## src/rtl/foo_pipe_arbiter.sv

```systemverilog
// Round-robin sharing of one fixed-latency foo pipeline among NUM_REQ requesters; result returns LATENCY+1 cycles after grant, in issue order.
// Backpressure: grants stop while in-flight plus buffered results reach RESP_DEPTH, so the unstallable pipeline never loses a result.

// Pointer-based response FIFO; head visible the cycle after push.
// Simultaneous push/pop is legal at any occupancy; overflow is a caller bug and is asserted.
module foo_pipe_fifo #(
  parameter int WIDTH = 8,
  parameter int DEPTH = 4
) (
  input  logic             clk,
  input  logic             rst,
  input  logic             push_vld,
  input  logic [WIDTH-1:0] push_dat,
  output logic             pop_vld,
  input  logic             pop_rdy,
  output logic [WIDTH-1:0] pop_dat
);
  localparam int AW = (DEPTH > 1) ? $clog2(DEPTH) : 1;
  localparam int CW = $clog2(DEPTH + 1);

  logic [WIDTH-1:0] mem_q [DEPTH];
  logic [WIDTH-1:0] mem_d [DEPTH];
  logic [AW-1:0]    wr_ptr_q, wr_ptr_d;
  logic [AW-1:0]    rd_ptr_q, rd_ptr_d;
  logic [CW-1:0]    count_q, count_d;
  logic             pop;
  logic             full;

  assign pop_vld = (count_q != '0);
  assign full    = (count_q == CW'(DEPTH));
  assign pop     = pop_vld & pop_rdy;
  assign pop_dat = mem_q[rd_ptr_q];

  always_comb begin
    mem_d    = mem_q;
    wr_ptr_d = wr_ptr_q;
    rd_ptr_d = rd_ptr_q;
    count_d  = count_q + CW'(push_vld) - CW'(pop);
    if (push_vld) begin
      mem_d[wr_ptr_q] = push_dat;
      wr_ptr_d = (wr_ptr_q == AW'(DEPTH - 1)) ? '0 : wr_ptr_q + 1'b1;
    end
    if (pop) begin
      rd_ptr_d = (rd_ptr_q == AW'(DEPTH - 1)) ? '0 : rd_ptr_q + 1'b1;
    end
  end

  always_ff @(posedge clk or posedge rst) begin
    if (rst) begin
      for (int i = 0; i < DEPTH; i++) mem_q[i] <= '0;
      wr_ptr_q <= '0;
      rd_ptr_q <= '0;
      count_q  <= '0;
    end else begin
      mem_q    <= mem_d;
      wr_ptr_q <= wr_ptr_d;
      rd_ptr_q <= rd_ptr_d;
      count_q  <= count_d;
    end
  end

  a_no_overflow: assert property (@(posedge clk) disable iff (rst) !(push_vld && full && !pop));
endmodule

// Arbiter, issue and tag tracking around the shared pipeline.
// Grant is combinational from req_valid and registered credit only; never depends on resp_ready.
module foo_pipe_arbiter #(
  parameter int NUM_REQ    = 4,
  parameter int DATA_W     = 32,
  parameter int LATENCY    = 3,
  parameter int RESP_DEPTH = 8
) (
  input  logic                        clk,
  input  logic                        rst,
  input  logic [NUM_REQ-1:0]          req_valid,
  input  logic [NUM_REQ*DATA_W-1:0]   req_data,
  output logic [NUM_REQ-1:0]          req_ready,
  output logic [DATA_W-1:0]           pipe_x,
  output logic                        pipe_input_valid,
  input  logic [DATA_W-1:0]           pipe_out,
  output logic                        resp_valid,
  input  logic                        resp_ready,
  output logic [$clog2(NUM_REQ)-1:0]  resp_id,
  output logic [DATA_W-1:0]           resp_data,
  output logic                        busy
);
  localparam int IDW = $clog2(NUM_REQ);
  localparam int OW  = $clog2(RESP_DEPTH + 1);

  typedef struct packed {
    logic [IDW-1:0]    id;
    logic [DATA_W-1:0] dat;
  } resp_t;

  logic [IDW-1:0]              last_grant_q, last_grant_d;
  logic [OW-1:0]               outstanding_q, outstanding_d;
  logic [LATENCY-1:0]          tag_vld_q, tag_vld_d;
  logic [LATENCY-1:0][IDW-1:0] tag_id_q, tag_id_d;

  logic [DATA_W-1:0] req_arr [NUM_REQ];
  logic [IDW-1:0]    grant_id;
  logic [IDW-1:0]    cand;
  logic              found;
  logic              credit;
  logic              xfer;
  logic              pop;
  resp_t             push_dat;
  resp_t             head;

  for (genvar g = 0; g < NUM_REQ; g++) begin : g_unpack
    assign req_arr[g] = req_data[g*DATA_W +: DATA_W];
  end

  assign credit = (outstanding_q < OW'(RESP_DEPTH));

  // Search from the requester after the last winner, wrapping at NUM_REQ.
  always_comb begin
    found    = 1'b0;
    grant_id = '0;
    cand     = '0;
    for (int off = 1; off <= NUM_REQ; off++) begin
      cand = IDW'((int'(last_grant_q) + off) % NUM_REQ);
      if (!found && req_valid[cand]) begin
        found    = 1'b1;
        grant_id = cand;
      end
    end
  end

  always_comb begin
    req_ready = '0;
    if (found && credit && !rst) req_ready[grant_id] = 1'b1;
  end

  assign xfer             = |(req_valid & req_ready);
  assign pipe_input_valid = xfer;
  assign pipe_x           = xfer ? req_arr[grant_id] : '0;

  always_comb begin
    tag_vld_d    = tag_vld_q;
    tag_id_d     = tag_id_q;
    tag_vld_d[0] = xfer;
    tag_id_d[0]  = grant_id;
    for (int s = 1; s < LATENCY; s++) begin
      tag_vld_d[s] = tag_vld_q[s-1];
      tag_id_d[s]  = tag_id_q[s-1];
    end
  end

  assign push_dat = '{id: tag_id_q[LATENCY-1], dat: pipe_out};
  assign pop      = resp_valid & resp_ready;

  // A push only moves an entry from in-flight to buffered, so credit ignores it.
  always_comb begin
    last_grant_d  = xfer ? grant_id : last_grant_q;
    outstanding_d = outstanding_q + OW'(xfer) - OW'(pop);
  end

  always_ff @(posedge clk or posedge rst) begin
    if (rst) begin
      last_grant_q  <= IDW'(NUM_REQ - 1);
      outstanding_q <= '0;
      tag_vld_q     <= '0;
      tag_id_q      <= '0;
    end else begin
      last_grant_q  <= last_grant_d;
      outstanding_q <= outstanding_d;
      tag_vld_q     <= tag_vld_d;
      tag_id_q      <= tag_id_d;
    end
  end

  foo_pipe_fifo #(
    .WIDTH ($bits(resp_t)),
    .DEPTH (RESP_DEPTH)
  ) u_resp_fifo (
    .clk      (clk),
    .rst      (rst),
    .push_vld (tag_vld_q[LATENCY-1]),
    .push_dat (push_dat),
    .pop_vld  (resp_valid),
    .pop_rdy  (resp_ready),
    .pop_dat  (head)
  );

  assign resp_id   = head.id;
  assign resp_data = head.dat;
  assign busy      = (outstanding_q != '0);
endmodule

```

## config.mk

```make
export PLATFORM = sky130hd
export DESIGN_NAME = foo_pipe_arbiter
export DESIGN_NICKNAME = d
export VERILOG_FILES = /design/src/rtl/foo_pipe_arbiter.sv
export SDC_FILE = /design/constraint.sdc
export NUM_CORES = 1
export LEC_CHECK = 0
export BUFFER_PORTS_ARGS = -buffer_cell sky130_fd_sc_hd__buf_2
export CAP_MARGIN = 20
export CORE_ASPECT_RATIO = 1.75
export CORE_MARGIN = 3
export CORE_UTILIZATION = 50
export CTS_CLUSTER_SIZE = 20
export DETAILED_ROUTE_END_ITERATION = 12
export PLACE_DENSITY = 0.81
export REMOVE_ABC_BUFFERS = 1
export SETUP_SLACK_MARGIN = 0.4
export SYNTH_ARGS = -nofsm -noshare
export SYNTH_HDL_FRONTEND = slang
export SYNTH_HIERARCHICAL = 1
export SYNTH_SLANG_ARGS = --single-unit
export TNS_END_PERCENT = 5
```

## constraint.sdc

```tcl
create_clock -name clk -period 12.4 [get_ports clk]
set_input_delay 3.72 -clock clk [delete_from_list [all_inputs] [get_ports clk]]
set_output_delay 3.72 -clock clk [all_outputs]
set_load 0.01 [all_outputs]
```

Word level (Yosys, flattened, before mapping)
Index checks and enable logic that the tools add are counted.
{"block": "word_totals", "reg_bits": 297, "input_bits": 167, "out_inout_bits": 73}
{"block": "op_classes", "addsub": 10, "magnitude_cmp": 11, "n_eq_ne": 2, "mux": 31, "n_bitwise": 5, "reduce_logical": 14}
{"operator": "$bwmux W272", "n": 1}
{"operator": "$bmux W34 S3", "n": 1}
{"operator": "$demux W34 S3", "n": 1}
{"operator": "$mux W34", "n": 3}
{"operator": "$mux W32", "n": 3}
{"operator": "$bmux W32 S2", "n": 1}
{"operator": "$lt A2 B3 Y1 const B", "n": 5}
{"operator": "$mux W1", "n": 9}
{"operator": "$add A4 B1 Y4", "n": 2}
{"operator": "$bmux W1 S2", "n": 4}
{"operator": "$ge A4 B4 Y1 const B", "n": 2}
{"operator": "$mux W2", "n": 4}
{"operator": "$not A3 Y4", "n": 2}
{"operator": "$reduce_bool A4 Y1", "n": 2}
{"operator": "$sub A4 B1 Y4", "n": 2}
{"operator": "$logic_and A1 B1 Y1", "n": 7}
{"operator": "$add A3 B1 Y3 const B", "n": 2}
{"operator": "$eq A3 B3 Y1 const B", "n": 2}
{"operator": "$mux W3", "n": 2}
{"operator": "$add A2 B1 Y2 const B", "n": 2}
{"operator": "$add A2 B2 Y2 const B", "n": 2}
{"operator": "$and A4 B4 Y4", "n": 1}
{"operator": "$logic_not A1 Y1", "n": 4}
{"operator": "$lt A4 B1 Y1 const B", "n": 1}
{"operator": "other kinds (8)", "n": 8}

Longest topological paths before layout
Gate-level depths: netlist of run 1.
{"block": "depth", "depth_word": 22, "mapped_depth": 11, "depth_no_buf": 11}

Modules after synthesis
Netlist of run 1, hierarchy kept.
{"mod": "foo_pipe_fifo", "instances": 1, "cells_per_inst": 749, "area_each_um2": 12759.7}
{"mod": "foo_pipe_arbiter", "instances": 1, "cells_per_inst": 189, "area_each_um2": 1589.0}

Worst setup path after synthesis of run 1
OpenSTA, ideal clock, no wires.
{"block": "synth_timing", "path_type": "input-to-output", "start": "in req_valid[0]", "end": "out pipe_x[11]", "t_arrival_ps": 5200, "t_required_ps": 8680, "slack_ps": 3480, "cell_stages": 6, "cell_sequence": "or2_1 a311oi_4 nor4b_4 buf_6 nand2_1 a21oi_1"}
{"block": "synth_between", "elab_chain_len": 20, "word_cells_on_any_way": 37}
{"item": "start: declaration", "line": "75", "source": "input logic [NUM_REQ-1:0] req_valid,"}
{"item": "$bmux W1 S2", "line": "123", "source": "if (!found && req_valid[cand]) begin"}
{"item": "$mux W1 (implied by the code)", "line": "123"}
{"item": "$mux W1", "line": "123"}
{"item": "$logic_not A1 Y1", "line": "123"}
{"item": "$logic_and A1 B1 Y1", "line": "123"}
{"item": "$mux W1", "line": "123"}
{"item": "$logic_not A1 Y1", "line": "123"}
{"item": "$logic_and A1 B1 Y1", "line": "123"}
{"item": "[4 not listed]"}
{"item": "named net grant_id[1]", "line": "101", "source": "logic [IDW-1:0] grant_id;"}
{"item": "$lt A2 B3 Y1 (implied by the code) or $ge A2 B1 Y1 (tied branches)", "line": "132", "source": "if (found && credit && !rst) req_ready[grant_id] = 1'b1;"}
{"item": "$logic_and A1 B1 Y1 (implied by the code)", "line": "132"}
{"item": "$mux W1 (implied by the code)", "line": "132"}
{"item": "$demux W1 S2", "line": "132"}
{"item": "$mux W4", "line": "132"}
{"item": "$and A4 B4 Y4", "line": "135", "source": "assign xfer = |(req_valid & req_ready);"}
{"item": "$reduce_or A4 Y1", "line": "135"}
{"item": "$mux W32 (*)", "line": "137", "source": "assign pipe_x = xfer ? req_arr[grant_id] : '0;"}
{"item": "end: declaration", "line": "78", "source": "output logic [DATA_W-1:0] pipe_x,"}
The timed path passes the listed nets; every way through them passes the cells marked *. The select of a mux whose other input is x is not followed.

Worst setup path after layout of run 1
{"block": "layout_timing", "start": "in req_valid[0]", "end": "out pipe_x[15]"}
Same word-level chain as after synthesis.

==> metrics.cfg, run 1 <==
[timing]
slew_headroom_pct = 22.63
worst_pin_slew_ns = 1.156
fin_crit_sh_pct = 79.47
fin_ws_ns = 2.546
skew_ns = 0.009728
report.final.slew_viol_count = 0
fmax_mhz = 101.5
setup_viol = 0
fin_crit_ns = 9.854
hold_viol = 0
finalSetupTns_ns = 0
rsz0062_at_grt = false

[synth]
syn_avg_cell_area_sq_um = 15.30
ys_seq_area_share_pct = 51.81
synth_area_sq_um = 14350
synth-edff-count = 0
synth-simple-area-share_pct = 2.511
yosys_register_bits = 297
synth_xor_xnor_area_share_pct = 0.2442
synthFlopType = dfrtp_1
synthAdderAreaFrac_pct = 1.500
yosysWarnings = 6
synth-compound-area-share_pct = 3.924
synthMuxAreaShare_pct = 36.68
synthDistinctLibCells = 48
syn_inst = 938
async_flop_share_pct = 100.0
synth_top_family_by_area = multiplexers

[layout]
area_growth_syn_to_layout_pct = 16.24
final_cell_area_sq_um = 16680
nets = 1341
multi_input_area_sq_um = 6457
mostFrequentLayoutCell = mux2_2
drive_gt1_share_pct = 59.73
ff_latch_area_sq_um = 7443
mostFrequentLayoutCells = mux2_2, dfrtp_1, buf_2
fillers = 2108

[floorplan]
die_area_sq_um = 30850
start_util_pct = 51.11
die_h_microns = 230.1
die_w_microns = 134.1
core_area_sq_um = 28070
ioPinCount = 240
num_rows = 81

[routing]
drc = 0
drt_iter0_markers = 551
vias = 9082
dr.pass1.iters = 5
drt-vias-per-instance = 5.848
ant_nets = 0
wl_per_cell_microns = 22.21
wl_mm = 34.49

[global_route]
grt-ovfl-total = 0
antenna_found_initial = 6
grt_pass1_vias = 10050
grt_pass1_wl_mm = 54.23
grt_max_degree = 121
grt_use_total_pct = 22.46

[critical_path]
r2r_start = u_resp_fifo/count_q[2]
slowest_delay_ns = 0.90
path_cells = buf_2 > or2_1 > a311oi_4 > nor4b_4 > a222oi_1 > nor2_1 > buf_2
worst_path_max_delay_cell = nor4b_4
worstPathMaxFanout = 14
reg2regPathDepth = 11
critPathKind = input port to output port
r2r_end = u_resp_fifo/count_q[2]
crit_top_cell = buf_2
worstPathArrival_ns = 6.13
crit_required_ns = 8.68
cp-start-kind = input port
end_kind = output port
r2r_setup_slack_ns = 9.90

[worst_hold_path]
holdPathEnd = push_dat[33]
hold_path.startpoint = tag_id_d[5]
hold_depth = 0
hold_path_class = register to register

[cts]
cts_root_buffer = clkbuf_16
clkLatencyLatePin_ns = 0.54
cts_tree = built
post-cts-setup-buffers = 0
cts_sinks = 297
clock_tree.buffer_depth = 3
cts_made_buffers = 26
clk_pin_slew_ns = 0.06
cts_resized = 0
htree_levels = 1
hold_buffers = 0

[power]
ir_drop_mv = 0.1525
netSwitchingPower_w = 0.001428
pwr-share-clk_pct = 17.9
power.static_leakage_nw = 7.467
p_seq_share_pct = 40.1
powerDensity_nw_per_um2 = 265.7
p_int_w = 0.003004
p_comb_share_pct = 41.9
power_switching_share_pct = 32.22

[placed_design]
hpwlAfterDp_mm = 22.65
gp_congestion = 0.8642
placed_cell_area_sq_um = 15810
dp_worst_setup_slack_ns = 2.595
port_buffers = 239

[outcome]
status = finished, final reports clean

[run]
max_cap_viol_count = 0

[registers in the layout, summed over array words and instances (netlist names)]
| signal | flops |
|---|---|
| u_resp_fifo/rd_ptr_q | 3 |
| u_resp_fifo/wr_ptr_q | 3 |
| outstanding_q | 4 |
| tag_id_d | 4 |
| u_resp_fifo/mem_q | 272 |
| tag_vld_q | 3 |
| push_dat | 2 |
| last_grant_q | 2 |
| u_resp_fifo/count_q | 4 |
[Yosys cell counts (11+ instances only)]
cell        n  area [sq um]
mux2_2    315          3547
a222oi_1   15         150.1
a22oi_1    18         135.1
buf_2      28         140.1
dfrtp_1   295          7382
mux2i_1    15         150.1
a21oi_1    14         70.07
nor2_1     14         52.55
o22ai_1    15         93.84
nand2_1    16         60.06
buf_4      19         142.6
mux4_2     68          1531
inv_1      25         93.84
ha_1       14         175.2
clkbuf_1   11         41.29
[per-layer routing]
| layer | vias up | track usage, % | routed length, microns |
|---|---|---|---|
| met5 | - | 0 | 0 |
| met4 | 0 | 8.599 | 1304 |
| met3 | 66 | 2.430 | 1858 |
| met2 | 368 | 42.83 | 19110 |
| met1 | 4675 | 25.46 | 12220 |
| li1 | 3973 | - | - |
[worst max path at each step]
stage	start	end	slack, ns
floorplan	req_valid[0]	pipe_x[0]	-0.11
detailed placement	req_valid[0]	pipe_x[15]	2.59
global placement	req_valid[0]	pipe_x[14]	2.66
finish	req_valid[0]	pipe_x[15]	2.55
CTS	req_valid[0]	pipe_x[15]	2.59
global route	req_valid[0]	pipe_x[15]	2.37
[worst max-delay path: cells and delay by family]
family	cells	cell delay, ns
AND/OR/NAND/NOR	3	1.35
buffers and inverters	2	0.29
AO/OA/AOI/OAI	2	0.77
[cells by family (layout without fill, tap and decap cells)]
kind of cell	count (synthesis)	in the layout
buffers and inverters	89	328
AO/OA/AOI/OAI	74	74
adder cells (fa/ha/maj)	16	16
other	0	3
XOR/XNOR	4	4
AND/OR/NAND/NOR	57	57
multiplexers	401	401
flip-flops	297	297
[through the flow]
step	utilization (%)	std cells	power, W	hold slack, ns
after floorplan	-	874	0.003105	0.3312
after global placement	56.20	1501	0.003571	0.3315
after detailed placement	56.30	1502	0.003664	0.3355
after CTS	59.32	1549	0.004476	0.3464
after global routing	59.40	1551	0.004707	0.3513
final	59.42	1553	0.004432	0.3467
[power groups by stage]
stage	combinational, W	clock [W]	sequential, W
after floorplan	0.00138	0	0.00173
after global placement	0.00179	0	0.00178
after detailed placement	0.00185	0	0.00182
after CTS	0.00186	0.000814	0.00181
after global routing	0.00201	0.000852	0.00185
final	0.00186	0.000795	0.00178
[final cells by class]
| cell class | instances | share of cell area (%) |
|---|---|---|
| well taps | 373 | 2.798 |
| inverters | 25 | 0.6076 |
| diodes | 3 | 0.04501 |
| clock inverters | 8 | 0.2775 |
| multi-input cells | 552 | 38.71 |
| flip-flops and latches | 297 | 44.63 |
| clock buffers | 39 | 4.801 |
| repair buffers | 256 | 8.131 |
Note: power is estimated with default switching activity, not from simulation.
==> run 2: changes to the inputs <==
clock period = 9.95 ns   (was 12.4 ns; I/O delays follow)
==> run 2 against run 1 <==
  * Utilization grew 0.16 points
  * Flip-flop and latch count is the same
  * Total power increased by 25%
  * Clock skew shrank 0.0018 ns
  * Combinational power up 24%
  * First-iteration DRC count down 8.5%
  * Worst hold slack better by 0.0016 ns
  * Critical path depth is the same
  * Register-to-register slack lost 2.4 ns
  * Non-clock buffer count rose by 5
  * Critical path type unchanged
  * Highest routed layer unchanged
==> metrics.cfg, run 2 (synthesized netlist as in run 1, its figures left out) <==
[outcome]
status = finished, final reports clean

[layout]
largest_reg_flops = 272
nets = 1346
regMostFlops = u_resp_fifo/mem_q
finalNonFillerCells = 1559
drive_gt1_share_pct = 59.90
mostFrequentLayoutCells = mux2_2, dfrtp_1, buf_2
area_growth_syn_to_layout_pct = 16.57
mostFrequentLayoutCell = mux2_2

[floorplan]
core_area_sq_um = 28070
start_util_pct = 51.11
ioPinCount = 240
die_h_microns = 230.1
die_area_sq_um = 30850
num_rows = 81
die_w_microns = 134.1

[cts]
clock_tree.buffer_depth = 3
cts_resized = 0
clk_pin_slew_ns = 0.06
hold_buffers = 0
cts_made_buffers = 26
clkLatencyLatePin_ns = 0.53
htree_levels = 1
cts_tree = built
cts_root_buffer = clkbuf_16
cts_sinks = 297
post-cts-setup-buffers = 0

[global_route]
grt_pass1_wl_mm = 54.08
met1_usage_pct = 26.71
grt_max_degree = 116
grt-ovfl-total = 0
grt_use_total_pct = 22.38
antenna_found_initial = 8
grt_util_met2_pct = 41.53
grt_pass1_vias = 9884
top_usage_layer = met2
use_met3_pct = 1.992

[power]
power.static_leakage_nw = 7.494
p_seq_share_pct = 40.4
power_switching_share_pct = 32.39
netSwitchingPower_w = 0.001789
ir_drop_mv = 0.1676
p_comb_share_pct = 41.8
p_int_w = 0.003734
pwr-share-clk_pct = 17.8
powerDensity_nw_per_um2 = 330.2
power_w = 0.005523

[placed_design]
hpwlAfterDp_mm = 22.60
gp_congestion = 0.8619
port_buffers = 239
dp_cells = 1505
dp_worst_setup_slack_ns = 1.589

[critical_path]
reg2regPathDepth = 11
slowest_delay_ns = 0.92
r2r_start = u_resp_fifo/count_q[2]
critPathLaunch = req_valid[0]
r2r_end = u_resp_fifo/count_q[1]
r2r_setup_slack_ns = 7.47
worstPathArrival_ns = 5.37
path_cells = buf_2 > or2_1 > a311oi_4 > nor4b_4 > a222oi_1 > nor2_1 > buf_2
crit_required_ns = 6.97
critPathCapture = pipe_x[15]
worstPathMaxFanout = 14
end_kind = output port
crit_top_cell = buf_2
worst_path_max_delay_cell = nor4b_4
cp-start-kind = input port
critPathKind = input port to output port

[timing]
setup_viol = 0
hold_viol = 0
fin_ws_ns = 1.592
skew_ns = 0.007959
fin_crit_ns = 8.358
report.final.slew_viol_count = 0
slew_headroom_pct = 25.58
finalSetupTns_ns = 0
worst_hold_slack_ns = 0.3483
fmax_mhz = 119.6
fin_crit_sh_pct = 84.00
rsz0062_at_grt = false
worst_pin_slew_ns = 1.116

[worst_hold_path]
hold_path_class = register to register
hold_depth = 0

[routing]
drt_iter0_markers = 504
dr.pass1.iters = 5
drc = 0
ant_nets = 0
wl_per_cell_microns = 22.07
wl_mm = 34.41
drt-vias-per-instance = 5.840
vias = 9104

[run]
max_cap_viol_count = 0

[run 2: final cells by class]
cell class | count | area [sq um]
fillers | 2095 | 11350
flip-flops and latches | 297 | 7443
multi-input cells | 552 | 6457
repair buffers | 261 | 1409
clock buffers | 37 | 773.2
well taps | 373 | 466.7
inverters | 25 | 101.3
clock inverters | 10 | 65.06
diodes | 4 | 10.01
[run 2: how the worst min path moves through the flow]
| stage | startpoint | to | slack, ns |
|---|---|---|---|
| 2_1_floorplan | tag_id_d[4] | push_dat[32] | 0.33 |
| 3_3_place_gp | tag_vld_q[1] | tag_vld_q[2] | 0.33 |
| 3_5_place_dp | tag_id_d[4] | push_dat[32] | 0.34 |
| 4_1_cts | tag_id_d[4] | push_dat[32] | 0.35 |
| 5_1_grt | tag_id_d[3] | tag_id_d[5] | 0.36 |
| 6_report | tag_id_d[4] | push_dat[32] | 0.35 |
[run 2: critical path, delay by kind of cell]
family | cells | cell delay (ns)
compound gates | 2 | 0.75
simple gates | 3 | 1.35
buf+inv | 2 | 0.28
[run 2: power by group through the flow]
stage	Clock (W)	Sequential (W)	Combinational, W
2_1_floorplan	0	0.00215	0.00172
3_3_place_gp	0	0.00220	0.00225
3_5_place_dp	0	0.00225	0.00232
4_1_cts	0.00100	0.00223	0.00233
5_1_grt	0.00105	0.00232	0.00248
6_report	0.000981	0.00223	0.00231
[run 2: routing by layer]
layer  vias to the layer above  wire, microns
met5                         -              0
met4                         0           1185
met3                        64           1657
met2                       335          18820
met1                      4718          12740
li1                       3987              -
[run 2: metrics by stage]
stage	util [%]	cell area (sq um)
after CTS	59.32	16650
after floorplan	-	13960
final	59.58	16730
after detailed placement	56.34	15820
after global placement	56.28	15800
after global routing	59.56	16720
